[src/rtl/pwm_pkg.sv]
// Shared defaults and types for the PWM generator.
//   PWM_WIDTH : default bit width of period, duty and counter
//   PWM_STEP  : default duty step applied per up/down strobe
//   pwm_cnt_t : count/duty value at the default width
package pwm_pkg;

  localparam int unsigned PWM_WIDTH = 10;
  localparam int unsigned PWM_STEP  = 1;

  typedef logic [PWM_WIDTH-1:0] pwm_cnt_t;

endpackage

[src/rtl/pwm_gen_duty_ctrl.sv]
// Duty shadow register for the PWM generator: applies the per-clock control
// priority (load > update > up/down) with saturating step arithmetic.
// Ports:
//   clk, rst_n              clock, synchronous active-low reset
//   i_initial_update        load i_initial_duty (highest priority)
//   i_initial_duty          duty value loaded by i_initial_update
//   i_duty_update           load i_duty
//   i_duty                  duty value loaded by i_duty_update
//   i_up, i_down            step shadow by STEP (both together: no change)
//   i_period                current period, upper bound for stepping up
//   o_duty_shadow           registered shadow duty
module pwm_duty_ctrl
  import pwm_pkg::*;
#(
  parameter int unsigned WIDTH = PWM_WIDTH,
  parameter int unsigned STEP  = PWM_STEP
) (
  input  logic             clk,
  input  logic             rst_n,
  input  logic             i_initial_update,
  input  logic [WIDTH-1:0] i_initial_duty,
  input  logic             i_duty_update,
  input  logic [WIDTH-1:0] i_duty,
  input  logic             i_up,
  input  logic             i_down,
  input  logic [WIDTH-1:0] i_period,
  output logic [WIDTH-1:0] o_duty_shadow
);

  // One extra bit so step results never wrap
  localparam int unsigned EW = WIDTH + 1;

  logic [WIDTH-1:0] r_shadow;
  logic [WIDTH-1:0] w_shadow_nxt;
  logic [EW-1:0]    w_up_sum;
  logic             w_dn_under;

  assign w_up_sum   = {1'b0, r_shadow} + EW'(STEP);
  assign w_dn_under = ({1'b0, r_shadow} < EW'(STEP));

  // Control priority and saturation
  always_comb begin
    w_shadow_nxt = r_shadow;
    if (i_initial_update) begin
      w_shadow_nxt = i_initial_duty;
    end else if (i_duty_update) begin
      w_shadow_nxt = i_duty;
    end else if (i_up && !i_down) begin
      w_shadow_nxt = (w_up_sum > {1'b0, i_period}) ? i_period : w_up_sum[WIDTH-1:0];
    end else if (i_down && !i_up) begin
      w_shadow_nxt = w_dn_under ? '0 : (r_shadow - WIDTH'(STEP));
    end
  end

  // Shadow register
  always_ff @(posedge clk) begin
    if (!rst_n) begin
      r_shadow <= '0;
    end else begin
      r_shadow <= w_shadow_nxt;
    end
  end

  assign o_duty_shadow = r_shadow;

endmodule

[src/rtl/pwm_gen.sv]
// Single-channel PWM generator with programmable period and duty. Duty
// changes from the shadow register are applied only at period wrap, so the
// output never shows runt pulses.
// Optional feature: define PWM_COMPL_EN to add the complementary output pwm_n.
// Ports:
//   clk, rst_n              clock, synchronous active-low reset
//   pwm_en                  run enable (level)
//   initial_cycle           period in clocks, loaded by initial_update
//   initial_duty_cycle      duty in clocks, loaded by initial_update
//   initial_update          strobe: load period and duty, restart counter
//   duty_cycle              new duty, staged by duty_cycle_update
//   duty_cycle_update       strobe: stage duty_cycle
//   up, down                strobes: step staged duty by STEP
//   pwm                     registered PWM output
//   period_end              registered pulse marking the last output clock of a period
//   pwm_n                   (PWM_COMPL_EN) registered complement while running
module pwm_gen
  import pwm_pkg::*;
#(
  parameter int unsigned WIDTH = PWM_WIDTH,
  parameter int unsigned STEP  = PWM_STEP
) (
  input  logic             clk,
  input  logic             rst_n,
  input  logic             pwm_en,
  input  logic [WIDTH-1:0] initial_cycle,
  input  logic [WIDTH-1:0] initial_duty_cycle,
  input  logic             initial_update,
  input  logic [WIDTH-1:0] duty_cycle,
  input  logic             duty_cycle_update,
  input  logic             up,
  input  logic             down,
  output logic             pwm,
`ifdef PWM_COMPL_EN
  output logic             pwm_n,
`endif
  output logic             period_end
);

  logic [WIDTH-1:0] r_period;
  logic [WIDTH-1:0] r_duty_active;
  logic [WIDTH-1:0] r_cnt;
  logic             r_pwm;
  logic             r_period_end;
  logic [WIDTH-1:0] w_duty_shadow;
  logic             w_run;
  logic             w_last;
  logic             w_hi;

  pwm_duty_ctrl #(
    .WIDTH (WIDTH),
    .STEP  (STEP)
  ) u_duty_ctrl (
    .clk              (clk),
    .rst_n            (rst_n),
    .i_initial_update (initial_update),
    .i_initial_duty   (initial_duty_cycle),
    .i_duty_update    (duty_cycle_update),
    .i_duty           (duty_cycle),
    .i_up             (up),
    .i_down           (down),
    .i_period         (r_period),
    .o_duty_shadow    (w_duty_shadow)
  );

  assign w_run  = pwm_en && (r_period != '0);
  // >= rather than == keeps the wrap safe even if cnt were ever past the end
  assign w_last = (r_cnt >= (r_period - WIDTH'(1)));
  assign w_hi   = (r_cnt < r_duty_active);

  // Period/duty load, counter and duty hand-over at wrap
  always_ff @(posedge clk) begin
    if (!rst_n) begin
      r_period      <= '0;
      r_duty_active <= '0;
      r_cnt         <= '0;
    end else if (initial_update) begin
      r_period      <= initial_cycle;
      r_duty_active <= initial_duty_cycle;
      r_cnt         <= '0;
    end else if (w_run) begin
      if (w_last) begin
        r_cnt         <= '0;
        r_duty_active <= w_duty_shadow;
      end else begin
        r_cnt <= r_cnt + WIDTH'(1);
      end
    end else begin
      r_cnt <= '0;
    end
  end

  // Outputs share one register stage so period_end lines up with the pwm slot it marks
  always_ff @(posedge clk) begin
    if (!rst_n) begin
      r_pwm        <= 1'b0;
      r_period_end <= 1'b0;
    end else begin
      r_pwm        <= w_run && w_hi;
      r_period_end <= w_run && w_last;
    end
  end

  assign pwm        = r_pwm;
  assign period_end = r_period_end;

`ifdef PWM_COMPL_EN
  logic r_pwm_n;

  // Complement only while running; idle level is low
  always_ff @(posedge clk) begin
    if (!rst_n) begin
      r_pwm_n <= 1'b0;
    end else begin
      r_pwm_n <= w_run && !w_hi;
    end
  end

  assign pwm_n = r_pwm_n;
`endif

endmodule

[config.mk]
export PLATFORM = sky130hd
export DESIGN_NAME = pwm_gen
export DESIGN_NICKNAME = d
export VERILOG_FILES = /design/src/rtl/pwm_pkg.sv /design/src/rtl/pwm_gen_duty_ctrl.sv /design/src/rtl/pwm_gen.sv
export SDC_FILE = /design/constraint.sdc
export NUM_CORES = 1
export LEC_CHECK = 0
export ABC_CLOCK_PERIOD_IN_PS = 4300
export BUFFER_PORTS_ARGS = -buffer_cell sky130_fd_sc_hd__buf_2
export CORE_MARGIN = 2
export CORE_UTILIZATION = 30
export DETAILED_ROUTE_END_ITERATION = 10
export GPL_TIMING_DRIVEN = 0
export PLACE_DENSITY = 0.55
export SLEW_MARGIN = 10
export SYNTH_ARGS = -nofsm -noshare
export SYNTH_HDL_FRONTEND = slang
export SYNTH_HIERARCHICAL = 1
export SYNTH_SLANG_ARGS = --single-unit
[constraint.sdc]
create_clock -name clk -period 4.3 [get_ports clk]
set_input_delay 1.075 -clock clk [delete_from_list [all_inputs] [get_ports clk]]
set_output_delay 1.075 -clock clk [all_outputs]
set_load 0.02 [all_outputs]
==> results.py <==
metrics = {
    "outcome": {
        "outcome": "finished, final reports clean",
    },
    "global_route": {
        "all_layer_global_routing_usage_pct": 16.6,
        "grt_antenna_before_repair": 0,
        "vias_in_the_first_global_route": 3012,
        "grt_pass1_wl_um": 15500,
        "grt.overflow.total": 0,
        "largest_net_degree_at_the_start_of_global_routing": 15,
    },
    "timing": {
        "maxSlewHeadroom_pct": 62.8,
        "post-route-period-util_pct": 85.0,
        "clock.fmax_mhz": 274,
        "pnr_worst_setup_slack_ns": 0.644,
        "slew_violations": 0,
        "grt_setup_unrepaired": "no",
        "timing.final.crit_period_ns": 3.66,
        "worstMarginPinSlew_ns": 0.553,
        "fin_skew_ns": 0.00734,
        "fin_tns_setup_ns": 0,
        "number_of_setup_violations_in_the_final_report": 0,
        "final_hold_viol_count": 0,
    },
    "critical_path": {
        "startpoint_type": "flip-flop",
        "criticalPathCategory": "reg2reg",
        "worst_r2r_startpoint": "u_duty_ctrl/o_duty_shadow[0]$_SDFFE_PN0P_",
        "r2r.worst_path.cells": 13,
        "crit_fanout": 9,
        "timing.critical_path.to_type": "flip-flop",
        "timing.critical_path.arrival_ns": 3.86,
        "regToRegEndpoint": "u_duty_ctrl/o_duty_shadow[2]$_SDFFE_PN0P_",
        "rrSetupSlack_ns": 0.64,
        "data_required_time_of_the_worst_path_ns": 4.50,
    },
    "floorplanning": {
        "die_w_um": 110,
        "die_h_um": 110,
        "boundaryPins": 39,
        "floorplan.die_area_um2": 12000,
        "core_area_um2": 10900,
        "initial_core_util_pct": 30.8,
        "num_rows": 38,
    },
    "finish": {
        "antennaDiodeCount": 0,
        "finish.cell_count_without_fillers": 602,
        "drive_gt1_share_pct": 14.9,
        "commonest_cells_after_routing_fill_and_taps_aside": "sky130_fd_sc_hd__buf_2, sky130_fd_sc_hd__dfxtp_1, sky130_fd_sc_hd__nor2_1, sky130_fd_sc_hd__ha_1, sky130_fd_sc_hd__inv_1",
        "nets": 532,
        "syn2layout_area_growth_pct": 14.3,
        "commonest_non_fill_non_tap_cell_in_the_layout": "sky130_fd_sc_hd__buf_2",
    },
    "routing": {
        "viasPerCell": 5.24,
        "detailedRoute.firstIterationViolations": 264,
        "detailedRoute.firstPassIterationCount": 4,
        "drt-wirelength-per-cell_um": 15.8,
        "via_count": 3156,
        "drtAntennaViolNets": 0,
        "detail_route.drc_violations": 0,
        "final_wirelength_um": 9530,
    },
    "synthesis": {
        "synth_compound_area_share_pct": 23.6,
        "postSynth.asyncResetShare_pct": 0,
        "synth-xor-area-share_pct": 7.32,
        "synth-edff-count": 0,
        "synth_fp_nets": 487,
        "synthCells": 416,
        "synthDistinctLibCells": 63,
        "avgSynthCellArea_um2": 8.06,
        "postSynthRegisterBits": 42,
        "yosys.area_share.adder_pct": 12.7,
        "synthFlopType": "sky130_fd_sc_hd__dfxtp_1",
        "area_fraction_in_and_or_nand_and_nor_cells_after_synthesis_pct": 19.2,
        "main_combinational_cell_family_by_area_after_synthesis": "compound AO/OA/AOI/OAI gates",
        "synth_mux_area_share_pct": 5.52,
        "synth_sequential_area_ratio_pct": 25.1,
        "syn_area_um2": 3350,
        "yosysWarningCount": 6,
    },
    "cts": {
        "clock_latency_ns": 0.30,
        "clock_sink_count": 42,
        "post-cts-setup-buffer-count": 0,
        "clk_transition_reported_paths_ns": 0.10,
        "root_buffer": "sky130_fd_sc_hd__clkbuf_8",
        "cts_tree": "done",
        "clockBufferDepth": 2,
        "cts_hold_repair.buffers": 0,
        "ctsHtreeMaxLevel": 2,
        "post_cts_resize_count": 0,
        "numCtsBuffers": 5,
    },
    "worst_hold_path": {
        "hold_path.startpoint": "r_cnt[0]$_SDFF_PP0_",
        "worst_hold_path.endpoint": "r_cnt[0]$_SDFF_PP0_",
        "min_delay_path_depth": 1,
        "hp-class": "reg2reg",
    },
    "power": {
        "leak_pwr_uw": 0.00162,
        "power.density_cell_area_nw_per_um2": 293,
        "worst_ir_drop_vdd_uv": 145,
    },
    "placement": {
        "place_hpwl_um": 7550,
        "buffer_ports.inserted": 38,
        "finalWeightedCongestion": 0.944,
        "place_ws_ns": 0.721,
        "dpl.cell_count": 594,
    },
    "flow_run": {
        "timing.max_cap.violations": 0,
    },
}
==> stage by stage <==
stage / power [uW] / area (um2) / hold WS [ns] / utilization, %
final: 1120 / 3830 / 0.473 / 35.2
after global routing: 1190 / 3830 / 0.504 / 35.2
after CTS: 1130 / 3830 / 0.473 / 35.2
after detailed placement: 794 / 3720 / 0.452 / 34.1
after global placement: 787 / 3720 / 0.446 / 34.1
after floorplan: 697 / 3350 / 0.430 / -
==> critical path: stages, from the launching register on <==
cell and delay, ns:
sky130_fd_sc_hd__dfxtp_1 0.55, sky130_fd_sc_hd__ha_1 0.28, sky130_fd_sc_hd__nand2_1 0.10, sky130_fd_sc_hd__nor2_1 0.18, sky130_fd_sc_hd__and3_1 0.19, sky130_fd_sc_hd__xor2_1 0.25
sky130_fd_sc_hd__ha_1 0.19, sky130_fd_sc_hd__nand3_1 0.10, sky130_fd_sc_hd__or3_1 0.40, sky130_fd_sc_hd__nor3_1 0.43, sky130_fd_sc_hd__a31o_1 0.19, sky130_fd_sc_hd__buf_6 0.16
sky130_fd_sc_hd__mux2_4 0.31, sky130_fd_sc_hd__a31o_1 0.21
==> synthesized netlist by cell type, types with 2 or more instances <==
| cell | number | area share, % |
|---|---|---|
| sky130_fd_sc_hd__a211o_1 | 2 | 0.52 |
| sky130_fd_sc_hd__a211oi_1 | 3 | 0.67 |
| sky130_fd_sc_hd__a21boi_0 | 2 | 0.45 |
| sky130_fd_sc_hd__a21oi_1 | 29 | 4.3 |
| sky130_fd_sc_hd__a31o_1 | 2 | 0.52 |
| sky130_fd_sc_hd__a31oi_1 | 5 | 0.93 |
| sky130_fd_sc_hd__a32o_1 | 2 | 0.60 |
| sky130_fd_sc_hd__and3_1 | 6 | 1.1 |
| sky130_fd_sc_hd__buf_2 | 5 | 0.75 |
| sky130_fd_sc_hd__buf_4 | 2 | 0.45 |
| sky130_fd_sc_hd__clkbuf_1 | 12 | 1.3 |
| sky130_fd_sc_hd__dfxtp_1 | 42 | 25 |
| sky130_fd_sc_hd__ha_1 | 34 | 13 |
| sky130_fd_sc_hd__inv_1 | 32 | 3.6 |
| sky130_fd_sc_hd__mux2i_1 | 17 | 5.1 |
| sky130_fd_sc_hd__nand2_1 | 26 | 2.9 |
| sky130_fd_sc_hd__nand3_1 | 16 | 2.4 |
| sky130_fd_sc_hd__nand4_1 | 4 | 0.75 |
| sky130_fd_sc_hd__nor2_1 | 38 | 4.3 |
| sky130_fd_sc_hd__nor2b_1 | 12 | 2.2 |
| sky130_fd_sc_hd__nor3_1 | 10 | 1.5 |
| sky130_fd_sc_hd__nor4_1 | 3 | 0.56 |
| sky130_fd_sc_hd__o2111ai_1 | 2 | 0.52 |
| sky130_fd_sc_hd__o211ai_1 | 5 | 1.1 |
| sky130_fd_sc_hd__o21a_1 | 2 | 0.45 |
| sky130_fd_sc_hd__o21ai_0 | 22 | 3.3 |
| sky130_fd_sc_hd__o221ai_1 | 2 | 0.52 |
| sky130_fd_sc_hd__o22a_1 | 2 | 0.52 |
| sky130_fd_sc_hd__o22ai_1 | 5 | 0.93 |
| sky130_fd_sc_hd__o311a_1 | 2 | 0.60 |
| sky130_fd_sc_hd__o31a_1 | 11 | 2.9 |
| sky130_fd_sc_hd__or2_2 | 2 | 0.37 |
| sky130_fd_sc_hd__xnor2_1 | 12 | 3.1 |
| sky130_fd_sc_hd__xor2_1 | 16 | 4.2 |
==> state kept, by name, summed over array words and instances, names as in the netlist <==
signal                     count
r_duty_active                 10
r_cnt                         10
r_period                      10
period_end                     1
u_duty_ctrl/o_duty_shadow     10
pwm                            1
==> worst max-delay path by stage <==
stage / start / to / depth (start not counted)
after CTS: u_duty_ctrl/o_duty_shadow[0]$_SDFFE_PN0P_ / u_duty_ctrl/o_duty_shadow[2]$_SDFFE_PN0P_ / 13
after floorplan: u_duty_ctrl/o_duty_shadow[0]$_SDFFE_PN0P_ / u_duty_ctrl/o_duty_shadow[2]$_SDFFE_PN0P_ / 13
final: u_duty_ctrl/o_duty_shadow[0]$_SDFFE_PN0P_ / u_duty_ctrl/o_duty_shadow[2]$_SDFFE_PN0P_ / 13
after detailed placement: u_duty_ctrl/o_duty_shadow[0]$_SDFFE_PN0P_ / u_duty_ctrl/o_duty_shadow[2]$_SDFFE_PN0P_ / 13
after global routing: u_duty_ctrl/o_duty_shadow[0]$_SDFFE_PN0P_ / u_duty_ctrl/o_duty_shadow[5]$_SDFFE_PN0P_ / 13
after global placement: u_duty_ctrl/o_duty_shadow[0]$_SDFFE_PN0P_ / u_duty_ctrl/o_duty_shadow[2]$_SDFFE_PN0P_ / 13
==> cells by family (layout without fill, tap and decap cells) <==
group	count (synthesis)	in the layout
compound gates	113	113
xor+xnor	28	28
fa+ha+maj	34	34
buf+inv	53	99
flops	42	42
mux	18	18
simple gates	128	128
==> per-layer routing <==
metal  wire (um)  vias to the layer above  track usage, %
met5           0                        -               0
met4         110                        0            3.53
met3         450                        8            2.90
met2        4350                       69            27.0
met1        4620                     1491            22.9
li1            -                     1588               -
==> where the power goes <==
group / switching, uW / internal, uW
sequential: 30.6 / 412
clock: 160 / 175
combinational: 197 / 150
total: 387 / 736
==> layout make-up <==
type | instances | area, um2
fill | 1146 | 7060
multi-input combinational | 321 | 2290
sequential | 42 | 841
timing repair buffer | 38 | 190
tap | 140 | 175
inverter | 33 | 124
buffer | 20 | 96.3
clock buffer | 5 | 68.8
clock inverter | 3 | 43.8
(Power assumes the default switching activity.)
